--- src/rtl/gpr_pkg.sv ---
`default_nettype none
// +--------------------------------------------------------------------------+
// | Module      : gpr_pkg                                                    |
// | Description : Shared defaults and constants for the GPR file and its     |
// |               scoreboard.                                                |
// | Revision    : 1.0 - initial release                                      |
// +--------------------------------------------------------------------------+
package gpr_pkg;

   localparam int c_xlen_def    = 64;   // register data width
   localparam int c_nregs_def   = 32;   // register count (power of two)
   localparam int c_nrports_def = 2;    // independent read ports

   // Hard-wired zero register; never written, never busy.
   localparam int X0_ID = 0;

endpackage : gpr_pkg
`default_nettype wire

--- src/rtl/gpr_scoreboard.sv ---
`default_nettype none
// +--------------------------------------------------------------------------+
// | Module      : gpr_scoreboard                                             |
// | Description : Per-register busy bits plus a running count of busy        |
// |               registers. A set and a clear of the same register on one   |
// |               edge leave it busy. x0 is never marked busy.               |
// | Revision    : 1.0 - initial release                                      |
// +--------------------------------------------------------------------------+
module gpr_scoreboard
   import gpr_pkg::*;
#(
   parameter  int NREGS = c_nregs_def,
   localparam int AW    = $clog2(NREGS)
) (
   input  logic             clk,
   input  logic             rst_n,
   input  logic             i_set_valid,
   input  logic [AW-1:0]    i_set_id,
   input  logic             i_clr_valid,
   input  logic [AW-1:0]    i_clr_id,
   output logic [NREGS-1:0] o_busy,
   output logic [AW:0]      o_cnt
);

   logic             w_set;
   logic             w_clr;
   logic             w_inc;
   logic             w_dec;
   logic [NREGS-1:0] w_busy_nxt;
   logic [AW:0]      w_cnt_nxt;
   logic [NREGS-1:0] r_busy;
   logic [AW:0]      r_cnt;

   // Next busy vector and count delta; set is applied after clear so it wins.
   always_comb begin
      w_set = i_set_valid && (i_set_id != AW'(X0_ID));
      w_clr = i_clr_valid && (i_clr_id != AW'(X0_ID));

      w_busy_nxt = r_busy;
      if (w_clr) w_busy_nxt[i_clr_id] = 1'b0;
      if (w_set) w_busy_nxt[i_set_id] = 1'b1;
      w_busy_nxt[X0_ID] = 1'b0;

      // A clear that is overridden by a same-register set does not decrement.
      w_inc = w_set && !r_busy[i_set_id];
      w_dec = w_clr && r_busy[i_clr_id] && !(w_set && (i_set_id == i_clr_id));
      w_cnt_nxt = r_cnt + {{AW{1'b0}}, w_inc} - {{AW{1'b0}}, w_dec};
   end

   // Busy state and count registers, cleared by synchronous reset.
   always_ff @(posedge clk) begin
      if (!rst_n) begin
         r_busy <= '0;
         r_cnt  <= '0;
      end else begin
         r_busy <= w_busy_nxt;
         r_cnt  <= w_cnt_nxt;
      end
   end

   assign o_busy = r_busy;
   assign o_cnt  = r_cnt;

endmodule : gpr_scoreboard
`default_nettype wire

--- src/rtl/gpr_file_sb.sv ---
`default_nettype none
// +--------------------------------------------------------------------------+
// | Module      : gpr_file_sb                                                |
// | Description : General-purpose register file with combinational read     |
// |               ports and a busy scoreboard for WAW/RAW hazard tracking.   |
// |               Define GPR_FILE_BYPASS_EN to forward the current writeback |
// |               to readers and to the issue-ready check.                   |
// | Revision    : 1.0 - initial release                                      |
// +--------------------------------------------------------------------------+
module gpr_file_sb
   import gpr_pkg::*;
#(
   parameter  int XLEN    = c_xlen_def,
   parameter  int NREGS   = c_nregs_def,
   parameter  int NRPORTS = c_nrports_def,
   localparam int AW      = $clog2(NREGS)
) (
   input  logic                    clk,
   input  logic                    rst_n,
   input  logic                    wr_en,
   input  logic [AW-1:0]           wr_id,
   input  logic [XLEN-1:0]         wr_data,
   input  logic [NRPORTS*AW-1:0]   rd_id,
   output logic [NRPORTS*XLEN-1:0] rd_data,
   output logic [NRPORTS-1:0]      rd_busy,
   input  logic                    iss_valid,
   input  logic [AW-1:0]           iss_rd,
   output logic                    iss_ready,
   output logic [AW:0]             busy_cnt
);

   logic [XLEN-1:0]  r_regs [NREGS];
   logic [NREGS-1:0] w_busy;
   logic             w_wr;
   logic             w_claim_clr;
   logic             w_fire;

   // Writes to x0 are dropped so it always reads back zero.
   assign w_wr = wr_en && (wr_id != AW'(X0_ID));

   // Register array: reset clears every entry, otherwise accept writeback.
   always_ff @(posedge clk) begin
      if (!rst_n) begin
         for (int i = 0; i < NREGS; i++) r_regs[i] <= '0;
      end else if (w_wr) begin
         r_regs[wr_id] <= wr_data;
      end
   end

   // One read mux per port, with optional same-cycle forwarding.
   for (genvar p = 0; p < NRPORTS; p++) begin : g_rd_port
      logic [AW-1:0] w_id;
      logic          w_fwd;

      assign w_id = rd_id[p*AW +: AW];
`ifdef GPR_FILE_BYPASS_EN
      assign w_fwd = w_wr && (wr_id == w_id);
`else
      assign w_fwd = 1'b0;
`endif
      assign rd_data[p*XLEN +: XLEN] = w_fwd ? wr_data : r_regs[w_id];
      assign rd_busy[p]              = w_busy[w_id] && !w_fwd;
   end

   // Issue acceptance: x0 claims always pass; otherwise the target must be
   // idle, or (with forwarding) be released by this cycle's writeback.
   always_comb begin
`ifdef GPR_FILE_BYPASS_EN
      w_claim_clr = w_wr && (wr_id == iss_rd);
`else
      w_claim_clr = 1'b0;
`endif
      iss_ready = (iss_rd == AW'(X0_ID)) || !w_busy[iss_rd] || w_claim_clr;
      w_fire    = iss_valid && iss_ready;
   end

   gpr_scoreboard #(
      .NREGS      (NREGS)
   ) u_scoreboard (
      .clk        (clk),
      .rst_n      (rst_n),
      .i_set_valid(w_fire),
      .i_set_id   (iss_rd),
      .i_clr_valid(wr_en),
      .i_clr_id   (wr_id),
      .o_busy     (w_busy),
      .o_cnt      (busy_cnt)
   );

endmodule : gpr_file_sb
`default_nettype wire

--- config.mk ---
export PLATFORM = sky130hd
export DESIGN_NAME = gpr_file_sb
export DESIGN_NICKNAME = d
export VERILOG_FILES = /design/src/rtl/gpr_pkg.sv /design/src/rtl/gpr_scoreboard.sv /design/src/rtl/gpr_file_sb.sv
export SDC_FILE = /design/constraint.sdc
export NUM_CORES = 2
export LEC_CHECK = 0
export ABC_CLOCK_PERIOD_IN_PS = 8500
export BUFFER_PORTS_ARGS = -buffer_cell sky130_fd_sc_hd__clkbuf_2
export CORE_MARGIN = 5
export CORE_UTILIZATION = 43
export DETAILED_ROUTE_END_ITERATION = 16
export SYNTH_ARGS = -nofsm -noshare
export SYNTH_HDL_FRONTEND = slang
export SYNTH_SLANG_ARGS = --single-unit
--- constraint.sdc ---
create_clock -name clk -period 8.5 [get_ports clk]
set_input_delay 0.85 -clock clk [delete_from_list [all_inputs] [get_ports clk]]
set_output_delay 0.85 -clock clk [all_outputs]
set_load 0.005 [all_outputs]
== Yosys cells after proc, flatten, opt, wreduce, memory -nomap -nowiden ==
Memory sizes are Yosys's and may differ from the RTL's.
Index checks and enable logic that the tools add are counted.

* Bits in registers: 38
* Memory bits (writable): 2,048
* Input port bits: 88
* Logic and storage cells: 53
* Memories kept: 1

* Add/sub/neg operators: 2
* Magnitude comparators: 6
* Eq/ne operators: 1
* Mux-type cells: 21
* Bitwise gates (word level): 3
* Reduce and logical (&&, ||, !) cells: 16

{| class="wikitable"
|+ Memory list
! name !! words !! bits a word !! read ports !! clocked after memory_dff !! wr ports !! line !! source
|-
| r_regs || 32 || 64 || 2 || 0 || 32 || gpr_file_sb.sv:32 || <nowiki>logic [XLEN-1:0] r_regs [NREGS];</nowiki>
|}

{| class="wikitable"
|+ Operators with widths
! cell !! count
|-
| 2-to-1 mux 32 bit || 2
|-
| 2-to-1 mux 64 bit || 1
|-
| OR reduction 64 bit || 1
|-
| bitwise AND 32 bit || 1
|-
| NOT 32 bit || 1
|-
| bitwise OR 32 bit || 1
|-
| < comparator 5 x 6 -> 1 bit (second input constant) || 4
|-
| binary-select mux 1 bit (select 5 bit) || 4
|-
| 2-to-1 mux 1 bit || 11
|-
| demux 1 bit (select 5 bit) || 2
|-
| >= comparator 5 x 1 -> 1 bit (second input constant) || 2
|-
| nonzero test 5 bit || 2
|-
| logical AND 1 bit || 9
|-
| adder 6 x 1 -> 6 bit || 1
|-
| subtractor 6 x 1 -> 6 bit || 1
|-
| == test 5 bit || 1
|-
| zero test 5 bit || 1
|-
| 2-to-1 mux 5 bit || 1
|-
| zero test 1 bit || 2
|-
| logical OR 1 bit || 1
|}

== Longest topological paths before layout ==
* Word-level depth: 10
* Gate-level depth with buffers: 15
* Gate-level depth less buffers: 13

== Cells and area by module ==
A second synthesis with hierarchy kept.

* Cells, all modules: 7,003
* Area total of the unflattened synthesis: 111,559.5 um2

{| class="wikitable"
|+ Modules (own cells, without submodules)
! module !! instances !! cells each !! area each (um2)
|-
| gpr_file_sb || 1 || 6,731 || 109,164.7
|-
| gpr_scoreboard || 1 || 272 || 2,394.8
|}

== Least setup slack after synthesis ==
OpenSTA, ideal clock, no wires.

* Path kind: input to register
* Start: input wr_id[1]
* End: memory r_regs[11][0] (netlist bit), enable pin
* Arrival: 6,218 ps
* Required time: 7,923 ps
* Path slack: 1,705 ps
* Stages: 4
* Path buffers: 2
* Path through: clkbuf_1 clkbuf_1 nand3_1 o21ai_0

{| class="wikitable"
|+ RTL lines
! item !! line !! source
|-
| start: declaration || gpr_file_sb.sv:21 || <nowiki>input logic [AW-1:0] wr_id,</nowiki>
|-
| end: declaration || gpr_file_sb.sv:32 ||
|}

== Final worst setup path ==
* Start: input rd_id[0]
* End: output rd_data[12]

* Longest elaborated chain between the ends: 1

{| class="wikitable"
|+ RTL lines
! item !! line !! source
|-
| start: declaration || gpr_file_sb.sv:23 || <nowiki>input logic [NRPORTS*AW-1:0] rd_id,</nowiki>
|-
| memory read (32 x 64 bit) || n/a ||
|-
| end: declaration || gpr_file_sb.sv:24 || <nowiki>output logic [NRPORTS*XLEN-1:0] rd_data,</nowiki>
|}

Every way passes these cells.

==> flow_metrics.tcl <==
set metrics [dict create \
    synth_ff_type "edfxtp_1" \
    place_congestion 0.846 \
    numClockSinks 2085 \
    grt_pass1_vias 69800 \
    cts.hold.buffers_added 0 \
    fmax_mhz 167 \
    post-place-ws_ns 2.60 \
    crit_fanout 71 \
    layout_commonest_cell "edfxtp_1" \
    cts_buffers 225 \
    p_leak_uw 0.0420 \
    vias 71100 \
    finalClockSkew_ns 0.0193 \
    die-area_mm2 0.267 \
    ir_drop_v 0.000226 \
    antenna_found_initial 72 \
    critPathRequiredTime_ns 7.65 \
    rows 186 \
    vias_per_cell 6.72 \
    status "finished, final reports clean" \
    finalCriticalPeriod_ns 5.99 \
    cts_setup_buffers 0 \
    layout_common_cells "2048 x edfxtp_1, 1990 x and2_1, 1073 x mux4_2" \
    grt_usage_pct 31.1 \
    ctsResizeCount 0 \
    yosysUniqueCellTypes 59 \
    grt_max_degree 123 \
    route.detailed.drc 0 \
    clkTransAtPathRegs_ns 0.06 \
    worst_slack_ns 2.51 \
    avgRoutedWirePerCell_um 39.9 \
    place_hpwl_um 225000 \
    core_area_mm2 0.256 \
    syn-mean-instance-area_um2 15.8 \
    syn_area_mm2 0.111 \
    area_growth_pct 11.1 \
    synth_seq_cells 2085 \
    htreeDepth 4 \
    setup.worst_path.class "in2out" \
    ys_warn_count 0 \
    initial_core_util_pct 43.1 \
    ant_nets 0 \
    hp-class "in2reg" \
    clk_path_buf_depth 3 \
    rsz0062_at_grt "no" \
    async_reset_ff_share_pct 0 \
    cp-end-kind "primary output" \
    clock_latency_ns 0.87 \
    num-nets-final 7045 \
    overflow 0 \
    crit_arrival_ns 5.14 \
    cap_violations 0 \
    drv_slew 0 \
    boundaryPins 225 \
    firstDrtPassIters 8 \
    slew_headroom_pct 9.87 \
    syn_inst 6994 \
    finalSetupTns_ns 0 \
    startpoint_type "input pin" \
    finalSetupViolations 0 \
    fp.dieH_um 517 \
    synth_edf_count 2048 \
    post_route_cells_drive_above_1_share_pct 26.5 \
    period_share_pct 70.4 \
    tritoncts "done" \
    tightestPinTransition_ns 1.31 \
    initialDrtViolationCount 12000 \
    drt-total-wl_um 422000 \
    grt_pass1_wl_um 577000 \
    synth_top_area_cell "edfxtp_1" \
    yosysSeqAreaShare_pct 56.3 \
    numPortBuffers 224 \
    yosys-top-cells-area "edfxtp_1 56%, mux4_2 22%, and2_1 11%" \
    yosysTopAreaCellShare_pct 55.6 \
    die_w_um 517 \
    clockRootBuffer "clkbuf_16" \
    p_per_area_mw_per_mm2 204 \
    hold_viol 0 \
]
## critical path, stage by stage
cell      delay (ns)
buf_8           0.41
buf_12          0.45
buf_4           0.44
mux4_2          0.54
mux2i_1         1.02
a22o_1          0.54
a221oi_1        0.22
clkbuf_2        0.22
## flip-flops by register name, summed over array words and instances, names as in the netlist
| register | flops |
|---|---|
| r_regs | 2048 |
| u_scoreboard.o_busy | 31 |
| u_scoreboard.o_cnt | 6 |
## cell families (layout without fill, tap and decap cells)
family                     Yosys count  after routing  share of synthesized area [%]
AOI/OAI and AO/OA                  504            504                           3.34
xor gates and xnor gates             3              3                         0.0238
adders and majority gates            7              7                         0.0860
buffers and inverters              798            878                           3.11
DFF                               2085           2085                           56.3
muxes                             1428           1428                           25.1
other                                1            125                        0.00339
and+or+nand+nor                   2168           2168                           12.1
## report_power, final
part / switching (uW) / internal [uW] / total (uW)
clock network: 4270 / 5490 / 9760
logic: 1880 / 1290 / 3170
registers: 295 / 11900 / 12200
## layer usage
metal	GRT usage (%)	up-vias	part of all wire (%)
met5	0	-	0.035
met4	14.3	22	5.3
met3	8.54	1119	13
met2	48.4	5446	46
met1	41.0	37400	36
li1	-	27100	-
## metrics by stage
step                cells  power (uW)  util (%)  cell area (um^2)  hold WS, ns
detailed placement  10100       15500      45.1            116000        0.508
CTS                 10500       25100      47.9            123000        0.375
global placement    10100       15500      45.1            116000        0.491
global route        10500       25800      47.9            123000        0.442
floorplan            7057       14200         -            111000        0.463
finish              10600       25100      47.9            123000        0.446
## worst paths after layout
path | slack (ns) | cells past startpoint | start | endpoint
setup / recovery | 2.51 | 8 | rd_id[0] | rd_data[12]
hold / removal | 0.45 | 3 | iss_rd[1] | u_scoreboard.o_busy[22]
setup reg to reg | 5.54 | 12 | u_scoreboard.o_busy[27] | u_scoreboard.o_cnt[4]
hold reg to reg | 0.52 | 2 | u_scoreboard.o_busy[21] | u_scoreboard.o_busy[21]
## cell type report
class,instances,area [um^2]
repair buffers,419,3190
clock inverters,140,1190
clock buffers,274,5920
inverters,45,174
multi-input cells,4174,45800
well taps,3384,4230
diodes,61,153
fillers,21600,134000
flip-flops and latches,2085,62200
## cell usage after synthesis, drive strengths merged, types with 7 or more instances
cell type  number
and2         1993
nand3          18
mux2i         347
o31ai          17
o21ai          58
a211oi         29
nand2b         11
dfxtp          37
inv            44
o22ai          46
nor3            8
nor2b          34
a21oi          51
nor2           48
a221oi         32
mux4         1074
o221ai         43
nand2          29
buf           241
a22oi          68
edfxtp       2048
mux2            7
o21a           67
a22o           72
clkbuf        512
Note: power is estimated with default switching activity, not from simulation.
